[config.mk]
export PLATFORM = sky130hd
export DESIGN_NAME = clk_ratio_monitor
export DESIGN_NICKNAME = d
export VERILOG_FILES = /design/src/rtl/clk_ratio_monitor_pkg.sv /design/src/rtl/bit_sync.sv /design/src/rtl/clk_ratio_monitor.sv
export SDC_FILE = /design/constraint.sdc
export NUM_CORES = 1
export LEC_CHECK = 0
export ABC_AREA = 1
export BUFFER_PORTS_ARGS = -buffer_cell sky130_fd_sc_hd__buf_4
export CORE_MARGIN = 2
export CORE_UTILIZATION = 50
export CTS_BUF_LIST = sky130_fd_sc_hd__clkbuf_4 sky130_fd_sc_hd__clkbuf_8
export CTS_CLUSTER_DIAMETER = 30
export DETAILED_ROUTE_END_ITERATION = 10
export PLACE_DENSITY_LB_ADDON = 0.25
export SYNTH_ARGS = -nofsm -noshare
export SYNTH_HDL_FRONTEND = slang
export SYNTH_HIERARCHICAL = 1
export SYNTH_SLANG_ARGS = --single-unit
[constraint.sdc]
create_clock -name i_ref_clk -period 2 [get_ports i_ref_clk]
set_clock_uncertainty 0.15 [all_clocks]
set_input_delay 0.1 -clock i_ref_clk [delete_from_list [all_inputs] [get_ports i_ref_clk]]
set_output_delay 0.1 -clock i_ref_clk [all_outputs]
set_load 0.005 [all_outputs]
[src/rtl/clk_ratio_monitor_pkg.sv]
// -----------------------------------------------------------------------------
// clk_ratio_monitor_pkg
// Shared clock-system definitions for the divided-clock ratio monitor.
//   - mon_state_t          : monitor FSM states (IDLE / ARM / MEASURE)
//   - RATIO_WIDTH_DEFAULT  : default width of the ratio / high-time counters
//   - CNT_MAX_DEFAULT      : largest period measurable at the default width
//   - cnt_max()            : largest period measurable for a given width
// -----------------------------------------------------------------------------
package clk_ratio_monitor_pkg;

   localparam int RATIO_WIDTH_DEFAULT = 6;

   function automatic int cnt_max(input int width);
      return (1 << width) - 1;
   endfunction

   localparam int CNT_MAX_DEFAULT = cnt_max(RATIO_WIDTH_DEFAULT);

   typedef enum logic [1:0] {
      IDLE    = 2'd0,
      ARM     = 2'd1,
      MEASURE = 2'd2
   } mon_state_t;

endpackage

[src/rtl/bit_sync.sv]
// -----------------------------------------------------------------------------
// bit_sync
// Two-flop synchronizer for a single asynchronous level into the i_clk domain.
// Both flops clear to 0 on reset.
// Ports:
//   i_clk    in   destination clock (rising edge)
//   i_rst_n  in   asynchronous active-low reset
//   i_d      in   asynchronous input level
//   o_q      out  synchronized level, 2 i_clk cycles of latency
// -----------------------------------------------------------------------------
module bit_sync (
   input  logic i_clk,
   input  logic i_rst_n,
   input  logic i_d,
   output logic o_q
);

   logic meta_p0;
   logic sync_p1;

   always_ff @(posedge i_clk or negedge i_rst_n) begin
      if (!i_rst_n) begin
         meta_p0 <= 1'b0;
         sync_p1 <= 1'b0;
      end else begin
         // metastability catch flop
         meta_p0 <= i_d;
         // resolved output flop
         sync_p1 <= meta_p0;
      end
   end

   assign o_q = sync_p1;

endmodule

[src/rtl/clk_ratio_monitor.sv]
// -----------------------------------------------------------------------------
// clk_ratio_monitor
// Measures the period and high time of a divided clock (i_div_clk) in
// i_ref_clk cycles, reports each completed period, and asserts lock once
// LOCK_COUNT consecutive identical periods have been seen. A clock that
// stalls for 2^RATIO_WIDTH-1 cycles raises a one-cycle error pulse.
// Ports:
//   i_ref_clk   in   reference clock; every flop runs on its rising edge
//   i_rst_n     in   asynchronous active-low reset
//   i_meas_en   in   measurement enable; low returns the monitor to IDLE
//   i_div_clk   in   clock under measurement, sampled as an async level
//   o_ratio     out  last measured period (i_ref_clk cycles)
//   o_high_cnt  out  last measured high time (i_ref_clk cycles)
//   o_valid     out  one-cycle pulse when o_ratio / o_high_cnt update
//   o_locked    out  LOCK_COUNT consecutive equal periods observed
//   o_err       out  one-cycle pulse on a stalled clock (timeout)
// -----------------------------------------------------------------------------
module clk_ratio_monitor
   import clk_ratio_monitor_pkg::*;
#(
   parameter int RATIO_WIDTH = RATIO_WIDTH_DEFAULT,
   parameter int LOCK_COUNT  = 4
) (
   input  logic                   i_ref_clk,
   input  logic                   i_rst_n,
   input  logic                   i_meas_en,
   input  logic                   i_div_clk,
   output logic [RATIO_WIDTH-1:0] o_ratio,
   output logic [RATIO_WIDTH-1:0] o_high_cnt,
   output logic                   o_valid,
   output logic                   o_locked,
   output logic                   o_err
);

   localparam int MATCH_W = $clog2(LOCK_COUNT + 1);

   localparam logic [RATIO_WIDTH-1:0] CNT_MAX    = RATIO_WIDTH'(cnt_max(RATIO_WIDTH));
   localparam logic [RATIO_WIDTH-1:0] CNT_ONE    = RATIO_WIDTH'(1);
   localparam logic [MATCH_W-1:0]     MATCH_FULL = MATCH_W'(LOCK_COUNT);
   localparam logic [MATCH_W-1:0]     MATCH_ONE  = MATCH_W'(1);

   // Saturating increment of the consecutive-match counter.
   function automatic logic [MATCH_W-1:0] sat_inc_match(input logic [MATCH_W-1:0] v);
      if (v >= MATCH_FULL) begin
         return MATCH_FULL;
      end
      return v + MATCH_ONE;
   endfunction

   mon_state_t               state;
   mon_state_t               state_nxt;

   logic                     div_sync_p0;
   logic                     div_sync_p1;
   logic                     div_edge;

   logic [RATIO_WIDTH-1:0]   cnt;
   logic [RATIO_WIDTH-1:0]   hi_cnt;
   logic [RATIO_WIDTH-1:0]   prev_ratio;
   logic [MATCH_W-1:0]       match_cnt;
   logic [MATCH_W-1:0]       match_nxt;

   logic                     do_clear;
   logic                     do_arm;
   logic                     do_capture;
   logic                     do_timeout;
   logic                     do_count;

   // ---- stage 0: synchronize the divided clock ----
   bit_sync u_div_sync (
      .i_clk   (i_ref_clk),
      .i_rst_n (i_rst_n),
      .i_d     (i_div_clk),
      .o_q     (div_sync_p0)
   );

   // ---- stage 1: rising-edge detect on the synchronized level ----
   always_ff @(posedge i_ref_clk or negedge i_rst_n) begin
      if (!i_rst_n) begin
         div_sync_p1 <= 1'b0;
      end else begin
         div_sync_p1 <= div_sync_p0;
      end
   end

   assign div_edge = div_sync_p0 & ~div_sync_p1;

   // ---- stage 2: FSM, counters, capture and lock ----
   always_ff @(posedge i_ref_clk or negedge i_rst_n) begin
      if (!i_rst_n) begin
         state <= IDLE;
      end else begin
         state <= state_nxt;
      end
   end

   always_comb begin
      state_nxt  = state;
      do_clear   = 1'b0;
      do_arm     = 1'b0;
      do_capture = 1'b0;
      do_timeout = 1'b0;
      do_count   = 1'b0;
      if (!i_meas_en) begin
         state_nxt = IDLE;
         do_clear  = 1'b1;
      end else begin
         case (state)
            IDLE: begin
               state_nxt = ARM;
               do_clear  = 1'b1;
            end
            ARM: begin
               if (div_edge) begin
                  state_nxt = MEASURE;
                  do_arm    = 1'b1;
               end
            end
            MEASURE: begin
               // An edge on the last countable cycle is still a valid period.
               if (div_edge) begin
                  do_capture = 1'b1;
               end else if (cnt == CNT_MAX) begin
                  do_timeout = 1'b1;
                  state_nxt  = ARM;
               end else begin
                  do_count = 1'b1;
               end
            end
            default: begin
               state_nxt = IDLE;
               do_clear  = 1'b1;
            end
         endcase
      end
   end

   always_comb begin
      if ((match_cnt != '0) && (cnt == prev_ratio)) begin
         match_nxt = sat_inc_match(match_cnt);
      end else begin
         match_nxt = MATCH_ONE;
      end
   end

   // The edge cycle itself is the first high cycle of the new period, so
   // both counters restart at 1 on an edge; the high count then covers
   // exactly the same window of cycles as the period count.
   always_ff @(posedge i_ref_clk or negedge i_rst_n) begin
      if (!i_rst_n) begin
         cnt        <= '0;
         hi_cnt     <= '0;
         prev_ratio <= '0;
         match_cnt  <= '0;
         o_ratio    <= '0;
         o_high_cnt <= '0;
         o_valid    <= 1'b0;
         o_locked   <= 1'b0;
         o_err      <= 1'b0;
      end else begin
         o_valid <= do_capture;
         o_err   <= do_timeout;
         if (do_clear) begin
            cnt       <= '0;
            hi_cnt    <= '0;
            match_cnt <= '0;
            o_locked  <= 1'b0;
         end else if (do_arm) begin
            cnt    <= CNT_ONE;
            hi_cnt <= CNT_ONE;
         end else if (do_capture) begin
            o_ratio    <= cnt;
            o_high_cnt <= hi_cnt;
            prev_ratio <= cnt;
            match_cnt  <= match_nxt;
            o_locked   <= (match_nxt == MATCH_FULL);
            cnt        <= CNT_ONE;
            hi_cnt     <= CNT_ONE;
         end else if (do_timeout) begin
            cnt       <= '0;
            hi_cnt    <= '0;
            match_cnt <= '0;
            o_locked  <= 1'b0;
         end else if (do_count) begin
            cnt    <= cnt + CNT_ONE;
            hi_cnt <= hi_cnt + RATIO_WIDTH'(div_sync_p0);
         end
      end
   end

endmodule

==> qor.yml, run 1 <==
finalCriticalPeriod_ps: 1810
tightest_slew_ps: 431
crit_fanout: 7
pin_count: 19
rsz0062_at_grt: "false"
internal_power_mw: 1.09
ys_types: 23
dpl_cell_area_um2: 1990
ctsHtreeMaxLevel: 2
final_common_cell: "nand2_1"
grt_usage_pct: 18.7
rrSetupSlack_ps: 190
antenna_found_initial: 0
via_per_inst: 4.74
fin_nets: 252
grt_max_degree: 36
seq_area_frac_synth_pct: 48.5
worstSetupEndpointType: "flip-flop"
power.share.clock_pct: 28.8
status: "finished clean"
worstPathArrival_ps: 1930
max_freq_mhz: 551
clk_latency_ps: 340
startpoint_type: "flip-flop"
fp.dieW_um: 64.1
cts_buffers: 5
drive_above_1_share_pct: 21.2
wire_per_inst_um: 10.9
diodes: 0
avgSynthCellArea_um2: 8.48
setup-tns-final_ps: 0
worstHoldPathType: "primary input to async pin"
crit-reg2reg-capture: "hi_cnt[4]$_DFFE_PN0P_"
die_height_um: 64.1
p_leak_nw: 1.04
fill_cells: 312
comb_power_share_pct: 21.8
synth-xor-area-share_pct: 2.42
synth_top_family_by_area: "simple AND/OR/NAND/NOR gates"
initialDrtViolationCount: 87
synthAdderAreaFrac_pct: 5.54
dieArea_um2: 4110
synthCells: 213
r2r_cells: 8
clk_pin_slew_ps: 100
wirelength_um: 3120
grt_pass1_wl_um: 5910
row_count: 21
grt_pass1_vias: 1361
synth_compound_area_share_pct: 12.3
p_seq_share_pct: 49.5
cts.sinks: 35
synth_seq_cells: 35
yosys_warnings: 6
finalNonFillerCells: 287
p_switching_mw: 0.483
placedCellCount: 276
most-common-layout-cells: "nand2_1, dfrtp_1, inv_1, nor2_1, buf_4"
switching_share_pct: 30.7
synth_nets: 225
finalMaxSlewViolations: 0
firstDrtPassIters: 5
cts_tree: "done"
setup_viol: 0
drc: 0
cp.required_ps: 2110
core_area_um2: 3420
portBuffers: 18
path_class: "flip-flop to flip-flop"
clock_path_buffers: 2
ir_drop_uv: 462
grt-ovfl-total: 0
yosys.area_share.simple_pct: 23.1
start_util_pct: 52.9
maxCapViolations: 0
vias: 1360
design_area_um2: 2090
synthToLayoutAreaGrowth_pct: 15.8
gp_congestion: 0.840
ant_nets: 0
max_slew_margin_pct: 71.3
synth_mux_area_share_pct: 0
power.density_nw_per_um2: 753
reg2reg_from: "state[0]$_DFFE_PN0P_"
hold_violations: 0
syn_area_um2: 1810
hpwl_um: 2300
finalCritPeriodShare_pct: 90.7
cts_root_buffer: "clkbuf_4"
registers in the layout, indices dropped and copies added (netlist names):
| signal | cells |
|---|---|
| div_sync_p1 | 1 |
| u_div_sync/o_q | 1 |
| o_locked | 1 |
| prev_ratio | 6 |
| o_high_cnt | 6 |
| cnt | 6 |
| o_err | 1 |
| o_valid | 1 |
| match_cnt | 3 |
| hi_cnt | 6 |
| state | 2 |
| u_div_sync/meta_p0 | 1 |
per-stage QoR:
step | hold slack (ps) | power [mW] | worst slack (ps) | util [%]
final | 83.8 | 1.58 | 186 | 61.2
after global routing | 121 | 1.69 | 50.9 | 61.2
after CTS | 94.8 | 1.59 | 131 | 61.2
after detailed placement | -73.3 | 1.13 | 153 | 58.2
after global placement | -71.8 | 1.13 | 214 | 58.2
after floorplan | -346 | 1.03 | 353 | -
cell type report:
cell class | instances | area (µm²) | share of cell area (%)
well taps | 46 | 57.6 | 2.75
inverters | 32 | 121 | 5.80
flip-flops and latches | 35 | 876 | 41.9
multi-input cells | 143 | 785 | 37.5
repair buffers | 23 | 180 | 8.61
clock buffers | 8 | 72.6 | 3.47
per-layer routing:
layer	vias to the layer above	GRT usage, %	wire [µm]
li1	725	-	-
met1	607	24.9	1500
met2	20	28.9	1450
met3	8	3.70	98
met4	0	9.57	74
met5	-	0	0
Yosys cell counts (all sizes together):
cell / count / area share [%]
nand3: 11 / 3.3
a21oi: 11 / 3.0
inv: 31 / 6.4
dfrtp: 35 / 48
nand4: 2 / 0.69
xnor2: 1 / 0.48
ha: 8 / 5.5
o22ai: 6 / 2.1
buf: 3 / 1.5
nor2: 25 / 6.2
xor2: 4 / 1.9
clkinv: 1 / 0.28
o21ai: 19 / 7.1
nand2: 56 / 13
power by group through the flow:
stage	combinational (mW)	clock, mW	sequential, mW
2_1_floorplan	0.244	0	0.785
3_3_place_gp	0.338	0	0.791
3_5_place_dp	0.340	0	0.794
4_1_cts	0.346	0.462	0.780
5_1_grt	0.405	0.501	0.787
6_report	0.343	0.453	0.779
cell families (layout without fill, tap and decap cells):
| family | count (synthesis) | count (layout) |
|---|---|---|
| xor gates and xnor gates | 5 | 5 |
| buffers and inverters | 35 | 63 |
| adders and majority gates | 8 | 8 |
| DFF | 35 | 35 |
| and+or+nand+nor | 94 | 94 |
| AOI/OAI and AO/OA | 36 | 36 |
what timing repair did:
item,4_1_cts,5_1_grt
hold buffers,3,0
setup endpoints to repair,0,12
hold endpoints to repair,38,0
gates resized for setup,0,1
setup buffers,0,0
how the worst max path moves through the flow:
stage	startpoint	end	slack [ps]
after floorplan	state[0]$_DFFE_PN0P_	match_cnt[2]$_DFFE_PN0P_	350
after global placement	state[0]$_DFFE_PN0P_	o_high_cnt[5]$_DFFE_PN0P_	210
after detailed placement	state[0]$_DFFE_PN0P_	prev_ratio[2]$_DFFE_PN0P_	150
after CTS	state[0]$_DFFE_PN0P_	prev_ratio[2]$_DFFE_PN0P_	130
after global routing	state[0]$_DFFE_PN0P_	hi_cnt[4]$_DFFE_PN0P_	50
final	state[0]$_DFFE_PN0P_	hi_cnt[4]$_DFFE_PN0P_	190
critical path, stage by stage (launching register included):
cell and delay (ps):
dfrtp_1 390, inv_1 70, ha_1 310, nand2_1 50, inv_1 130, nand2_1 120, nor2_4 200, nand2_1 150
o22ai_1 150
No activity file was read; power rests on OpenSTA's default activity.
==> run 2: changes to the inputs <==
--- a/config.mk
+++ b/config.mk
@@ -13,6 +13,7 @@
 export CTS_CLUSTER_DIAMETER = 30
 export DETAILED_ROUTE_END_ITERATION = 10
 export PLACE_DENSITY_LB_ADDON = 0.25
+export RECOVER_POWER = 50
 export SYNTH_ARGS = -nofsm -noshare
 export SYNTH_HDL_FRONTEND = slang
 export SYNTH_HIERARCHICAL = 1
==> run 2 against run 1 <==
Compared with the run above:
- hold slack improved by 130 ps
- clock power about the same
- critical path depth unchanged
- first-iteration DRC count unchanged
- largest cell class unchanged
- critical endpoint unchanged
- worst setup slack lost 2.1 ps
- non-clock buffer count is the same
- sequential power about the same
- routed wire length stayed put
- final cell count stayed put
==> qor.yml, run 2 (synthesis gave the netlist of run 1 again) <==
status: "finished clean"  # unchanged
worstPathArrival_ps: 1930  # about the same
slowest_stage: "dfrtp_1"  # unchanged
p_switching_mw: 0.483  # about the same
rrSetupSlack_ps: 180  # was 190 ps
row_count: 21  # unchanged
hold_path.startpoint: "u_div_sync/meta_p0$_DFF_PN0_"
finalCriticalPeriod_ps: 1820  # was 1810 ps
internal_power_mw: 1.09  # about the same
design_area_um2: 2090  # about the same
slowest_delay_ps: 390  # about the same
clk_latency_ps: 340  # about the same
ant_nets: 0  # unchanged
startpoint_type: "flip-flop"  # unchanged
drc: 0  # unchanged
p_seq_share_pct: 49.5  # about the same
drive_above_1_share_pct: 21.2  # unchanged
cp.required_ps: 2110  # about the same
cp_common_cell: "nand2_1"  # unchanged
grt.busiest_layer: "met2"  # unchanged
grt_pass1_wl_um: 5910  # unchanged
met1_usage_pct: 24.9  # unchanged
wire_per_inst_um: 10.9  # unchanged
switching_share_pct: 30.7  # about the same
worstSetupEndpointType: "flip-flop"  # unchanged
grt_max_degree: 36  # unchanged
met3_usage_pct: 3.70  # unchanged
worstHoldPathType: "flip-flop to flip-flop"  # was primary input to async pin
path_cells: "inv_1 -> ha_1 -> nand2_1 -> inv_1 -> nand2_1 -> nor2_4 -> nand2_1 -> o22ai_1"  # unchanged
path_class: "flip-flop to flip-flop"  # unchanged
fill_cells: 311  # was 312
hpwl_um: 2300  # unchanged
p_leak_nw: 1.03  # was 1.04 nW
reg2reg_from: "state[0]$_DFFE_PN0P_"  # unchanged
clk_pin_slew_ps: 100  # about the same
cp-startpoint: "state[0]$_DFFE_PN0P_"  # unchanged
pin_count: 19  # unchanged
max_slew_margin_pct: 43.7  # was 71.3%
start_util_pct: 52.9  # unchanged
cts.sinks: 35  # unchanged
crit-reg2reg-capture: "hi_cnt[4]$_DFFE_PN0P_"  # unchanged
whs_path_depth: 0
dp_slack_ps: 153  # unchanged
whs_endpoint: "u_div_sync/o_q$_DFF_PN0_"
comb_power_share_pct: 21.7  # was 21.8%
vias: 1360  # unchanged
cts_root_buffer: "clkbuf_4"  # unchanged
cts_buffers: 5  # unchanged
ctsHtreeMaxLevel: 2  # unchanged
firstDrtPassIters: 4  # was 5
portBuffers: 18  # unchanged
power.share.clock_pct: 28.8  # about the same
diodes: 0  # unchanged
hold_violations: 0  # unchanged
synthToLayoutAreaGrowth_pct: 15.7  # was 15.8%
grt_usage_pct: 18.7  # unchanged
maxCapViolations: 0  # unchanged
dieArea_um2: 4110  # unchanged
rsz0062_at_grt: "false"  # unchanged
via_per_inst: 4.74  # unchanged
fin_nets: 252  # unchanged
setup-tns-final_ps: 0  # unchanged
dpl_cell_area_um2: 1990  # unchanged
gp_congestion: 0.840  # unchanged
max_freq_mhz: 551  # about the same
core_area_um2: 3420  # unchanged
clock_path_buffers: 2  # unchanged
finalCritPeriodShare_pct: 90.8  # was 90.7%
grt_pass1_vias: 1361  # unchanged
most-common-layout-cells: "nand2_1, dfrtp_1, inv_1, nor2_1, buf_4"  # unchanged
total_power_mw: 1.57  # was 1.58 mW
cts_tree: "done"  # unchanged
setup_viol: 0  # unchanged
die_height_um: 64.1  # unchanged
grtUsageMet2_pct: 28.9  # unchanged
initialDrtViolationCount: 87  # unchanged
grt-ovfl-total: 0  # unchanged
r2r_cells: 8  # unchanged
power.density_nw_per_um2: 754  # was 753 nW/µm²
crit_fanout: 7  # unchanged
antenna_found_initial: 0  # unchanged
fin_util_pct: 61.2  # about the same
fin_ws_ps: 184  # was 186 ps
wirelength_um: 3120  # unchanged
tightest_slew_ps: 844  # was 431 ps
ir_drop_uv: 462  # about the same
fp.dieW_um: 64.1  # unchanged
final_common_cell: "nand2_1"  # unchanged
finalMaxSlewViolations: 0  # unchanged
-- run 2: cell types whose count changed in the layout (fill, tap and decap cells not counted) --
cell	previous run	this run
buf_4	20	14
clkbuf_2	0	1
clkbuf_4	6	11
-- run 2: critical path, delay by kind of cell, from the launching register on --
family	cells	cell delay, ps
adder cells (fa/ha/maj)	1	310
AO/OA/AOI/OAI	1	150
buffers and inverters	2	200
AND/OR/NAND/NOR	4	520
flip-flops	1	390
-- run 2: cell type report --
type                            count  area (µm²)  area share [%]
Clock buffer                        8        72.6            3.47
Timing Repair Buffer               23         178            8.50
Multi-Input combinational cell    143         785            37.5
Tap cell                           46        57.6            2.75
Sequential cell                    35         876            41.9
Inverter                           32         121            5.81
-- run 2: power groups by stage --
stage / clock network [mW] / logic (mW) / registers (mW)
global route: 0.501 / 0.404 / 0.787
global placement: 0 / 0.338 / 0.791
detailed placement: 0 / 0.340 / 0.794
finish: 0.453 / 0.342 / 0.779
CTS: 0.462 / 0.346 / 0.780
floorplan: 0 / 0.244 / 0.785
-- run 2: timing repair --
item | CTS | global route
setup buffers | 0 | 0
hold endpoints to repair | 38 | 0
gates resized for setup | 0 | 1
endpoints found under the setup margin | 0 | 12
hold buffers | 3 | 0
-- run 2: worst max path at each step --
stage	to	slack (ps)	cells past startpoint
6_report	hi_cnt[4]$_DFFE_PN0P_	180	8
5_1_grt	hi_cnt[4]$_DFFE_PN0P_	50	8
4_1_cts	prev_ratio[2]$_DFFE_PN0P_	130	9
3_5_place_dp	prev_ratio[2]$_DFFE_PN0P_	150	9
3_3_place_gp	o_high_cnt[5]$_DFFE_PN0P_	210	9
2_1_floorplan	match_cnt[2]$_DFFE_PN0P_	350	11
-- run 2: stage by stage --
| step | hold WS [ps] | std cells |
|---|---|---|
| 2_1_floorplan | -346 | 213 |
| 3_3_place_gp | -71.8 | 276 |
| 3_5_place_dp | -73.3 | 276 |
| 4_1_cts | 94.8 | 287 |
| 5_1_grt | 216 | 287 |
| 6_report | 211 | 287 |
-- run 2: routing by layer --
layer	vias to the layer above	routed length (µm)	part of all wire (%)
li1	725	-	-
met1	607	1490	48
met4	0	74	2.4
met3	8	98	3.1
met2	20	1450	47
met5	-	0	0
